==> config.mk <==
export PLATFORM = sky130hd
export DESIGN_NAME = ps2_keypad_mapper_flat
export DESIGN_NICKNAME = d
export VERILOG_FILES = /design/src/rtl/ps2_keypad_mapper_if.sv /design/src/rtl/ps2_keypad_mapper.sv /design/src/flat_wrapper.sv
export SDC_FILE = /design/constraint.sdc
export NUM_CORES = 1
export LEC_CHECK = 0
export ABC_CLOCK_PERIOD_IN_PS = 7800
export CAP_MARGIN = 20
export CORE_ASPECT_RATIO = 1.5
export CORE_UTILIZATION = 30
export DETAILED_ROUTE_END_ITERATION = 8
export SYNTH_ARGS = -nofsm -noshare
export SYNTH_HDL_FRONTEND = slang
export SYNTH_SLANG_ARGS = --single-unit
==> constraint.sdc <==
create_clock -name clk -period 7.8 [get_ports clk]
set_input_delay 0.78 -clock clk [delete_from_list [all_inputs] [get_ports clk]]
set_output_delay 0.78 -clock clk [all_outputs]
set_load 0.02 [all_outputs]
==> src/rtl/ps2_keypad_mapper_if.sv <==
// Bus bundle between the PS/2 keypad mapper and its host: scancode input, map-table write port,
// wait-for-key handshake and the keypad/hotkey/status outputs.
interface ps2_keypad_mapper_if #(
  parameter int unsigned NUM_KEYS    = 16,
  parameter int unsigned MAP_ENTRIES = 16,
  parameter int unsigned HOTKEYS     = 3
);
  localparam int unsigned KEY_W  = $clog2(NUM_KEYS);
  localparam int unsigned IDX_W  = $clog2(MAP_ENTRIES);
  // One extra bit so an out-of-range key index can be presented and rejected.
  localparam int unsigned MKEY_W = KEY_W + 1;

  logic [10:0]         ps2_key;
  logic                release_all;
  logic                map_we;
  logic [IDX_W-1:0]    map_idx;
  logic                map_valid;
  logic                map_ext;
  logic [7:0]          map_code;
  logic [MKEY_W-1:0]   map_key;
  logic                wait_req;
  logic [NUM_KEYS-1:0] key_matrix;
  logic [HOTKEYS-1:0]  hot_level;
  logic [HOTKEYS-1:0]  hot_pulse;
  logic                wait_valid;
  logic [KEY_W-1:0]    wait_key;
  logic                busy;
  logic                map_err;
  logic                overflow;

  modport master (
    output ps2_key, release_all, map_we, map_idx, map_valid, map_ext, map_code, map_key, wait_req,
    input  key_matrix, hot_level, hot_pulse, wait_valid, wait_key, busy, map_err, overflow
  );

  modport slave (
    input  ps2_key, release_all, map_we, map_idx, map_valid, map_ext, map_code, map_key, wait_req,
    output key_matrix, hot_level, hot_pulse, wait_valid, wait_key, busy, map_err, overflow
  );
endinterface

==> src/rtl/ps2_keypad_mapper.sv <==
// Maps toggle-strobed PS/2 key events onto an N-key hex keypad through a remappable scancode
// table, with parallel hotkey decode and a one-shot wait-for-key handshake.
module ps2_keypad_mapper #(
  parameter int unsigned          NUM_KEYS    = 16,
  parameter int unsigned          MAP_ENTRIES = 16,
  parameter int unsigned          HOTKEYS     = 3,
  parameter logic [8*HOTKEYS-1:0] HOT_CODES   = {8'h09, 8'h78, 8'h07},
  parameter bit                   DEFAULT_MAP = 1'b1
) (
  input logic                clk,
  input logic                res,
  ps2_keypad_mapper_if.slave bus
);
  localparam int unsigned KEY_W  = $clog2(NUM_KEYS);
  localparam int unsigned IDX_W  = $clog2(MAP_ENTRIES);
  localparam int unsigned MKEY_W = KEY_W + 1;

  // chip8 layout 1234/QWER/ASDF/ZXCV; entry 0 in the low byte/nibble.
  localparam logic [127:0] DEF_CODES = {8'h2A, 8'h21, 8'h22, 8'h1A, 8'h2B, 8'h23, 8'h1B, 8'h1C,
                                        8'h2D, 8'h24, 8'h1D, 8'h15, 8'h25, 8'h26, 8'h1E, 8'h16};
  localparam logic [63:0]  DEF_KEYS  = {4'hF, 4'hB, 4'h0, 4'hA, 4'hE, 4'h9, 4'h8, 4'h7,
                                        4'hD, 4'h6, 4'h5, 4'h4, 4'hC, 4'h3, 4'h2, 4'h1};

  typedef struct packed {
    logic             valid;
    logic             ext;
    logic [7:0]       code;
    logic [KEY_W-1:0] key;
  } entry_t;

  typedef struct packed {
    logic       pressed;
    logic       ext;
    logic [7:0] code;
  } evt_t;

  typedef enum logic {StIdle, StScan} state_e;

  function automatic entry_t reset_entry(int unsigned i);
    entry_t e;
    e = '0;
    if (DEFAULT_MAP && i < 16) begin
      e.valid = 1'b1;
      e.code  = DEF_CODES[8*i +: 8];
      e.key   = KEY_W'(DEF_KEYS[4*i +: 4]);
    end
    return e;
  endfunction

  state_e              state_q, state_d;
  entry_t              table_q [MAP_ENTRIES];
  entry_t              cur;
  evt_t                cap, evt_q, pend_q;
  logic                pend_valid_q;
  logic [IDX_W-1:0]    idx_q;
  logic                ref_q, primed_q;
  logic                evt_in, hit, last, busy;
  logic [NUM_KEYS-1:0] key_matrix_q;
  logic [HOTKEYS-1:0]  hot_level_q, hot_pulse_q, hot_hit;
  logic                wait_req_q, wait_rise, wait_valid_q;
  logic [KEY_W-1:0]    wait_key_q;
  logic                map_err_q, overflow_q;

  assign cap    = '{pressed: bus.ps2_key[9], ext: bus.ps2_key[8], code: bus.ps2_key[7:0]};
  assign evt_in = primed_q && (bus.ps2_key[10] != ref_q);
  assign cur    = table_q[idx_q];
  assign hit    = (state_q == StScan) && cur.valid && (cur.code == evt_q.code) &&
                  (cur.ext == evt_q.ext);
  assign last   = (idx_q == IDX_W'(MAP_ENTRIES - 1));

  always_ff @(posedge clk or posedge res) begin
    if (res) state_q <= StIdle;
    else     state_q <= state_d;
  end

  always_comb begin
    state_d = state_q;
    unique case (state_q)
      StIdle: if (evt_in || pend_valid_q) state_d = StScan;
      StScan: if (hit || last)            state_d = StIdle;
      default:                            state_d = StIdle;
    endcase
  end

  always_comb begin
    busy     = (state_q != StIdle) || pend_valid_q;
    bus.busy = busy;
  end

  // The first edge out of reset only samples the strobe level.
  always_ff @(posedge clk or posedge res) begin
    if (res) begin
      ref_q    <= 1'b0;
      primed_q <= 1'b0;
    end else begin
      ref_q    <= bus.ps2_key[10];
      primed_q <= 1'b1;
    end
  end

  always_ff @(posedge clk or posedge res) begin
    if (res) begin
      evt_q        <= '0;
      pend_q       <= '0;
      pend_valid_q <= 1'b0;
      idx_q        <= '0;
      overflow_q   <= 1'b0;
    end else if (state_q == StIdle) begin
      idx_q <= '0;
      if (pend_valid_q) begin
        evt_q        <= pend_q;
        pend_valid_q <= evt_in;
        if (evt_in) pend_q <= cap;
      end else if (evt_in) begin
        evt_q <= cap;
      end
    end else begin
      if (!hit && !last) idx_q <= idx_q + 1'b1;
      if (evt_in) begin
        if (pend_valid_q) begin
          overflow_q <= 1'b1;
        end else begin
          pend_valid_q <= 1'b1;
          pend_q       <= cap;
        end
      end
    end
  end

  always_ff @(posedge clk or posedge res) begin
    if (res) begin
      key_matrix_q <= '0;
      wait_req_q   <= 1'b0;
      wait_valid_q <= 1'b0;
      wait_key_q   <= '0;
    end else begin
      wait_req_q <= bus.wait_req;
      if (bus.release_all)  key_matrix_q          <= '0;
      else if (hit)         key_matrix_q[cur.key] <= evt_q.pressed;
      if (bus.wait_req && (!wait_valid_q || wait_rise) && hit && evt_q.pressed) begin
        wait_valid_q <= 1'b1;
        wait_key_q   <= cur.key;
      end else if (wait_rise || !bus.wait_req) begin
        wait_valid_q <= 1'b0;
      end
    end
  end

  assign wait_rise = bus.wait_req && !wait_req_q;

  always_comb begin
    for (int unsigned h = 0; h < HOTKEYS; h++) begin
      hot_hit[h] = evt_in && !bus.ps2_key[8] && (bus.ps2_key[7:0] == HOT_CODES[8*h +: 8]);
    end
  end

  always_ff @(posedge clk or posedge res) begin
    if (res) begin
      hot_level_q <= '0;
      hot_pulse_q <= '0;
    end else begin
      hot_pulse_q <= hot_hit & {HOTKEYS{bus.ps2_key[9]}} & ~hot_level_q;
      hot_level_q <= (hot_level_q & ~hot_hit) | (hot_hit & {HOTKEYS{bus.ps2_key[9]}});
    end
  end

  // Writes while busy are dropped silently so an in-flight scan sees a stable table.
  always_ff @(posedge clk or posedge res) begin
    if (res) begin
      for (int unsigned i = 0; i < MAP_ENTRIES; i++) table_q[i] <= reset_entry(i);
      map_err_q <= 1'b0;
    end else begin
      map_err_q <= 1'b0;
      if (bus.map_we && !busy) begin
        if (bus.map_key >= MKEY_W'(NUM_KEYS)) begin
          map_err_q <= 1'b1;
        end else begin
          table_q[bus.map_idx] <= {bus.map_valid, bus.map_ext, bus.map_code,
                                   bus.map_key[KEY_W-1:0]};
        end
      end
    end
  end

  assign bus.key_matrix = key_matrix_q;
  assign bus.hot_level  = hot_level_q;
  assign bus.hot_pulse  = hot_pulse_q;
  assign bus.wait_valid = wait_valid_q;
  assign bus.wait_key   = wait_key_q;
  assign bus.map_err    = map_err_q;
  assign bus.overflow   = overflow_q;
endmodule
==> src/flat_wrapper.sv <==
// flat-port wrapper written by rule: the top's interface ports become plain ports
module ps2_keypad_mapper_flat 
#(
  parameter int unsigned          NUM_KEYS    = 16,
  parameter int unsigned          MAP_ENTRIES = 16,
  parameter int unsigned          HOTKEYS     = 3,
  parameter logic [8*HOTKEYS-1:0] HOT_CODES   = {8'h09, 8'h78, 8'h07},
  parameter bit                   DEFAULT_MAP = 1'b1
)
  (clk, res, bus_ps2_key, bus_release_all, bus_map_we, bus_map_idx, bus_map_valid, bus_map_ext, bus_map_code, bus_map_key, bus_wait_req, bus_key_matrix, bus_hot_level, bus_hot_pulse, bus_wait_valid, bus_wait_key, bus_busy, bus_map_err, bus_overflow);
  ps2_keypad_mapper_if #(.NUM_KEYS(NUM_KEYS), .MAP_ENTRIES(MAP_ENTRIES), .HOTKEYS(HOTKEYS)) bus_i ();
  input logic clk;
  input logic res;
  input wire logic [$bits(bus_i.ps2_key)-1:0] bus_ps2_key;
  input wire logic [$bits(bus_i.release_all)-1:0] bus_release_all;
  input wire logic [$bits(bus_i.map_we)-1:0] bus_map_we;
  input wire logic [$bits(bus_i.map_idx)-1:0] bus_map_idx;
  input wire logic [$bits(bus_i.map_valid)-1:0] bus_map_valid;
  input wire logic [$bits(bus_i.map_ext)-1:0] bus_map_ext;
  input wire logic [$bits(bus_i.map_code)-1:0] bus_map_code;
  input wire logic [$bits(bus_i.map_key)-1:0] bus_map_key;
  input wire logic [$bits(bus_i.wait_req)-1:0] bus_wait_req;
  output wire logic [$bits(bus_i.key_matrix)-1:0] bus_key_matrix;
  output wire logic [$bits(bus_i.hot_level)-1:0] bus_hot_level;
  output wire logic [$bits(bus_i.hot_pulse)-1:0] bus_hot_pulse;
  output wire logic [$bits(bus_i.wait_valid)-1:0] bus_wait_valid;
  output wire logic [$bits(bus_i.wait_key)-1:0] bus_wait_key;
  output wire logic [$bits(bus_i.busy)-1:0] bus_busy;
  output wire logic [$bits(bus_i.map_err)-1:0] bus_map_err;
  output wire logic [$bits(bus_i.overflow)-1:0] bus_overflow;
  assign bus_i.ps2_key = bus_ps2_key;
  assign bus_i.release_all = bus_release_all;
  assign bus_i.map_we = bus_map_we;
  assign bus_i.map_idx = bus_map_idx;
  assign bus_i.map_valid = bus_map_valid;
  assign bus_i.map_ext = bus_map_ext;
  assign bus_i.map_code = bus_map_code;
  assign bus_i.map_key = bus_map_key;
  assign bus_i.wait_req = bus_wait_req;
  assign bus_key_matrix = bus_i.key_matrix;
  assign bus_hot_level = bus_i.hot_level;
  assign bus_hot_pulse = bus_i.hot_pulse;
  assign bus_wait_valid = bus_i.wait_valid;
  assign bus_wait_key = bus_i.wait_key;
  assign bus_busy = bus_i.busy;
  assign bus_map_err = bus_i.map_err;
  assign bus_overflow = bus_i.overflow;
  ps2_keypad_mapper #(.NUM_KEYS(NUM_KEYS), .MAP_ENTRIES(MAP_ENTRIES), .HOTKEYS(HOTKEYS), .HOT_CODES(HOT_CODES), .DEFAULT_MAP(DEFAULT_MAP)) u_core (.clk(clk), .res(res), .bus(bus_i));
endmodule
Word level (Yosys, flattened, before mapping)
Index checks and enable logic that the tools add are counted.
- bits in registers: 282
- output and inout port bits: 30
- logic and storage cells: 176
- add/subtract/negate cells: 1
- $lt $le $gt $ge: 6
- eq/ne operators: 11
- multiplexer cells: 29
- bitwise logic cells: 10
- reductions and logical operators: 36
- operator list (operator ; count):
    224-bit bitwise mux ; 1
    10-bit 2-to-1 mux ; 6
    14-bit binary-select mux with 4-bit select ; 1
    14-bit demux with 4-bit select ; 1
    14-bit 2-to-1 mux ; 3
    16-bit 2-to-1 mux ; 2
    16-bit bitwise mux ; 1
    1-bit logical AND ; 16
    5-bit >= comparator, second input constant ; 3
    1-bit 2-to-1 mux ; 10
    4-bit NOT with 5-bit output ; 2
    3-bit AND ; 3
    8-bit by 3-bit equality test with 1-bit output, second input constant ; 1
    8-bit by 4-bit equality test with 1-bit output, second input constant ; 1
    8-bit by 7-bit equality test with 1-bit output, second input constant ; 1
    8-bit equality test ; 1
    4-bit 2-to-1 mux ; 2
    2-bit != test, second input constant ; 4
    2-bit nonzero test ; 4
    1-bit zero test ; 7
    3-bit NOT ; 2
    1-bit logical OR ; 5
    4-bit by 5-bit < comparator with 1-bit output, second input constant ; 1
    5-bit by 1-bit < comparator with 1-bit output, second input constant ; 1
    other kinds (12) ; 14

Longest topological paths before layout
- word-level depth: 11
- gate-level depth with buffers: 12

Worst setup path before layout
Ideal clock, no wire load.
- path kind: register to register
- start: register u_core.idx_q[3]
- end: register u_core.wait_key_q[0] (netlist: u_core.bus.wait_key[0])
- library setup time: 0.128 ns
- arrival: 2.694 ns
- data required time: 7.672 ns
- slack: 4.978 ns
- stages on the path, launching flop included: 11
- buffers on the path: 3
- clock period less this slack: 2.822 ns
- cell sequence: dfrtp_1 > buf_4 > buf_6 > clkbuf_1 > mux4_2 > a221oi_1 > xnor2_1 > or2_2 > a21oi_2 > nand4_2 > mux2_1
- word-level cells in the longest chain between the ends: 9
- elaborated cells between the ends (all ways): 11
- classes of those cells: eq/ne: 2; mux: 3; bitwise: 1; reduce/logical: 5
- RTL lines (what ; line ; text):
    start: declaration ; ps2_keypad_mapper.sv:55 ; logic [IDX_W-1:0] idx_q;
    start signal: assignment ; ps2_keypad_mapper.sv:118 ; if (!hit && !last) idx_q <= idx_q + 1'b1;
    4-bit NOT with 5-bit output (not written as such) (*) ; ps2_keypad_mapper.sv:66 ; assign cur = table_q[idx_q];
    14-bit binary-select mux with 4-bit select (*) ; ps2_keypad_mapper.sv:66 ;
    14-bit 2-to-1 mux (not written as such) (*) (2 in series) ; ps2_keypad_mapper.sv:66 ;
    8-bit equality test or 1-bit logical AND (tied branches) ; ps2_keypad_mapper.sv:67 ; assign hit = (state_q == StScan) && cur.valid && (cur.code == evt_q.code) &&
    1-bit logical AND (2 in series) ; ps2_keypad_mapper.sv:67 ;
    1-bit logical AND (2 in series) ; ps2_keypad_mapper.sv:140 ; if (bus.wait_req && (!wait_valid_q || wait_rise) && hit && evt_q.pressed) begin
    end signal: assignment ; ps2_keypad_mapper.sv:142 ; wait_key_q <= cur.key;
    end: declaration ; ps2_keypad_mapper.sv:61 ; logic [KEY_W-1:0] wait_key_q;
Every way passes the cells marked *; elsewhere a longest branch is shown, timed or not. The select of a mux whose other input is x is not followed.
A chain may end at the register's enable or synchronous reset.

Worst setup path in the final report
- start: register u_core.idx_q[0]
- end: register u_core.wait_key_q[2] (netlist: u_core.bus.wait_key[2])
The elaborated chain is that of the path after synthesis.

==> impl_metrics.csv <==
group,metric,value,unit
detailed_routing,drt-initial-drc-count,468,
timing,slew_headroom,24.6,%
clocking,cts.repair.resized,0,
timing,setup_viol,0,
logic_synthesis,synth.distinct_cells,60,
pwr,switching_power,0.00128,W
detailed_routing,via_count,8123,
final_layout,drive_gt1_share,46.9,%
pwr,pwr-share-clk,31.3,%
pwr,swShare,31.7,%
logic_synthesis,syn_area_per_cell,13.9,sq um
grt,grt_pass1_vias,8787,
detailed_routing,post_drt_wl_per_cell,20.3,microns
logic_synthesis,synth_top_area_share,34.3,%
pwr,p_comb_share,23.2,%
clocking,cts_tree,"done",
final_layout,stdcell_count,1606,
logic_synthesis,synth.area.top_cells,"dfrtp_1 34%, mux2_2 20%, dfstp_2 19%",
setup_path,worstPathCellList,"buf_4 -> mux4_2 -> mux2i_1 -> a21oi_1 -> a21boi_0 -> nor4_4 -> buf_4 -> nand4_2 -> mux2_1",
logic_synthesis,syn_inst,963,
setup_path,cp.required,8220,ps
logic_synthesis,synth_edf_count,0,
placement,place.gp.congestion,0.794,
setup_path,crit_type,"flop to flop",
final_layout,postLayoutCoreUtil,35.3,%
setup_path,cp_top_family,"multiplexers",
placement,dp.cells,1556,
setup_path,slowest_delay,930,ps
placement,numPortBuffers,64,
clocking,clockBufferDepth,3,
setup_path,crit_arrival,4300,ps
setup_path,crit_buf_inv,2,
grt,antenna_found_initial,0,
detailed_routing,ant_nets,0,
placement,place_ws,3880,ps
pwr,power.leakage,6.76,nW
final_layout,antennaDiodeCount,0,
pwr,pwr-share-seq,45.5,%
logic_synthesis,synth_mux_area_share,31.7,%
setup_path,startpoint_type,"flop",
die,rows,94,
grt,track_usage,14.6,%
logic_synthesis,synthSimpleGateAreaFrac,6.25,%
flow_run,cap_violations,0,
timing,fin_crit_sh,49.8,%
timing,rsz0062_at_grt,"false",
setup_path,path_common_cell,"buf_4",
logic_synthesis,synth_area_leader_cell,"dfrtp_1",
setup_path,ff2ff_setup_slack,3920,ps
timing,skew,10.0,ps
logic_synthesis,netlist_top_cells_count,"243 x mux2_2, 184 x dfrtp_1, 98 x dfstp_2",
logic_synthesis,ys_seq_area_share,53.5,%
setup_path,crit_path_end_kind,"flop",
final_layout,layout.nets,1047,
clocking,clock-sinks,282,
clocking,clk_transition_reported_paths,70,ps
clocking,clk-insertion-delay-late,550,ps
final_layout,syn_to_final_growth,15.8,%
timing,final_max_slew_viol_count,0,
logic_synthesis,async_flop_share,100,%
clocking,cts_hold_buf,0,
clocking,cts_root_buf,"clkbuf_16",
logic_synthesis,synth_compound_area_share,4.72,%
logic_synthesis,synthesis.nets,1000,
timing,fmax,0.258,GHz
die,ios,65,
die,die_y,261,microns
pwr,peakVddDrop,0.146,mV
logic_synthesis,synth-xor-area-share,0.709,%
timing,layout_min_cycle_time,3880,ps
clocking,cts_buffers,27,
logic_synthesis,synth_most_common_cell,"mux2_2",
pwr,internal_power,0.00276,W
logic_synthesis,synthAdderAreaFrac,0.186,%
setup_path,slowest_stage,"dfrtp_2",
timing,setup_tns,0,ps
setup_path,cp_max_fo,34,
timing,holdWs,454,ps
detailed_routing,wirelength,32700,microns
status,status,"finished clean",
logic_synthesis,syn_area,13400,sq um
timing,hold_viol_final,0,
timing,tightest_slew,1130,ps
detailed_routing,firstDrtPassIters,4,
logic_synthesis,synth-main-ff-cell,"dfrtp_1",
clocking,h-tree-depth,1,
detailed_routing,drc,0,
placement,hpwlAfterDp,21200,microns
clocking,post-cts-setup-buffers,0,
logic_synthesis,synth_top_family_by_area,"multiplexers",
grt,grt_max_degree,156,
die,die-area,45600,sq um
timing,setup_slack,3920,ps
die,die_width,175,microns
die,coreArea,44000,sq um
die,start_util,30.5,%
detailed_routing,viasPerCell,5.06,
logic_synthesis,yosysWarnings,0,
grt,grt_overflow,0,
pwr,power.density,260,nW/um^2
logic_synthesis,ys_seq_elements,282,
min_path,hp-class,"flop to flop",
grt,grt_first_pass_wirelength,51600,microns
## cell families after synthesis
family / Yosys count
AND/OR/NAND/NOR: 151
XOR/XNOR: 10
buffers and inverters: 90
other: 1
flip-flops: 282
AO/OA/AOI/OAI: 91
adder cells (fa/ha/maj): 2
multiplexers: 336
## sequential cells by signal (all words and copies together), names as in the netlist, named ones only
| name | count |
|---|---|
| u_core.bus.key_matrix | 16 |
| u_core.state_q | 1 |
| u_core.bus.hot_pulse | 3 |
| u_core.table_q | 224 |
| u_core.ref_q | 1 |
| u_core.bus.wait_key | 4 |
| u_core.bus.wait_valid | 1 |
| u_core.bus.overflow | 1 |
| u_core.pend_valid_q | 1 |
| u_core.idx_q | 4 |
| u_core.bus.map_err | 1 |
| u_core.wait_req_q | 1 |
| u_core.pend_q | 10 |
| u_core.evt_q | 10 |
| u_core.primed_q | 1 |
## worst reg2reg max path, stage by stage (launching register included)
cell and delay [ps]:
dfrtp_2 930, buf_4 450, mux4_2 570, mux2i_1 210, a21oi_1 90, a21boi_0 220, nor4_4 330, buf_4 350
nand4_2 230, mux2_1 380
## path summary, 6_finish.rpt
check                                             from  cells after the start                                    to
hold / removal                                    flop                      1     u_core.bus.hot_pulse[2]$_DFF_PP0_
setup / recovery           u_core.idx_q[0]$_DFFE_PP0P_                      9    u_core.bus.wait_key[2]$_DFFE_PP0P_
max in group asynchronous                          res                      4        u_core.table_q[20]$_DFFE_PP0P_
setup reg to reg           u_core.idx_q[0]$_DFFE_PP0P_                      9    u_core.bus.wait_key[2]$_DFFE_PP0P_
min in group asynchronous                          res                      3  u_core.bus.key_matrix[5]$_DFFE_PP0P_
hold reg to reg                                   flop                      1     u_core.bus.hot_pulse[2]$_DFF_PP0_
## placed cells by master (no fill, tap or decap), types with 4 or more instances in the layout
cell	Yosys	routed
inv_1	21	20
and2_1	19	19
a221oi_1	4	4
mux2_2	243	243
nand2b_1	5	5
nand2_1	25	25
clkdlybuf4s50_1	0	64
nand3b_1	4	4
mux4_1	5	5
clkbuf_16	0	27
mux2_1	4	4
nor2_1	33	30
o21ai_0	5	5
a22oi_1	5	5
nor2b_1	10	10
clkinv_2	0	8
buf_4	3	20
xnor2_1	6	6
a21oi_1	35	35
clkbuf_8	0	6
nand4_1	20	20
a31o_2	17	17
mux4_2	40	40
and3_1	4	4
dfrtp_1	184	181
nand3_1	10	10
dfstp_2	98	98
mux2i_1	44	44
## power groups by stage
| stage | clock (W) | sequential (W) | combinational, W |
|---|---|---|---|
| after global routing | 0.00136 | 0.00186 | 0.00101 |
| after global placement | 0 | 0.00186 | 0.000922 |
| final | 0.00126 | 0.00184 | 0.000938 |
| after detailed placement | 0 | 0.00186 | 0.000943 |
| after CTS | 0.00130 | 0.00184 | 0.000947 |
| after floorplan | 0 | 0.00170 | 0.000843 |
## routing by layer
layer / track usage, % / routed length, microns / share of wire, %
met1: 16.7 / 13100 / 40
met2: 27.7 / 17600 / 54
met3: 1.54 / 982 / 3.0
met4: 5.75 / 1020 / 3.1
met5: 0 / 0 / 0
## metrics by stage
| step | instance area, sq um | total power [W] |
|---|---|---|
| floorplan | 13400 | 0.00254 |
| global placement | 14700 | 0.00278 |
| global route | 15500 | 0.00423 |
| CTS | 15500 | 0.00409 |
| finish | 15500 | 0.00404 |
| detailed placement | 14700 | 0.00280 |
## cell type report
class,instances,area [sq um]
fill,4270,28400
sequential,282,7180
multi-input combinational,591,5870
timing repair buffer,86,838
clock buffer,36,769
tap,576,721
inverter,22,86.3
clock inverter,13,77.6
Power figures use the tool's default switching activity.
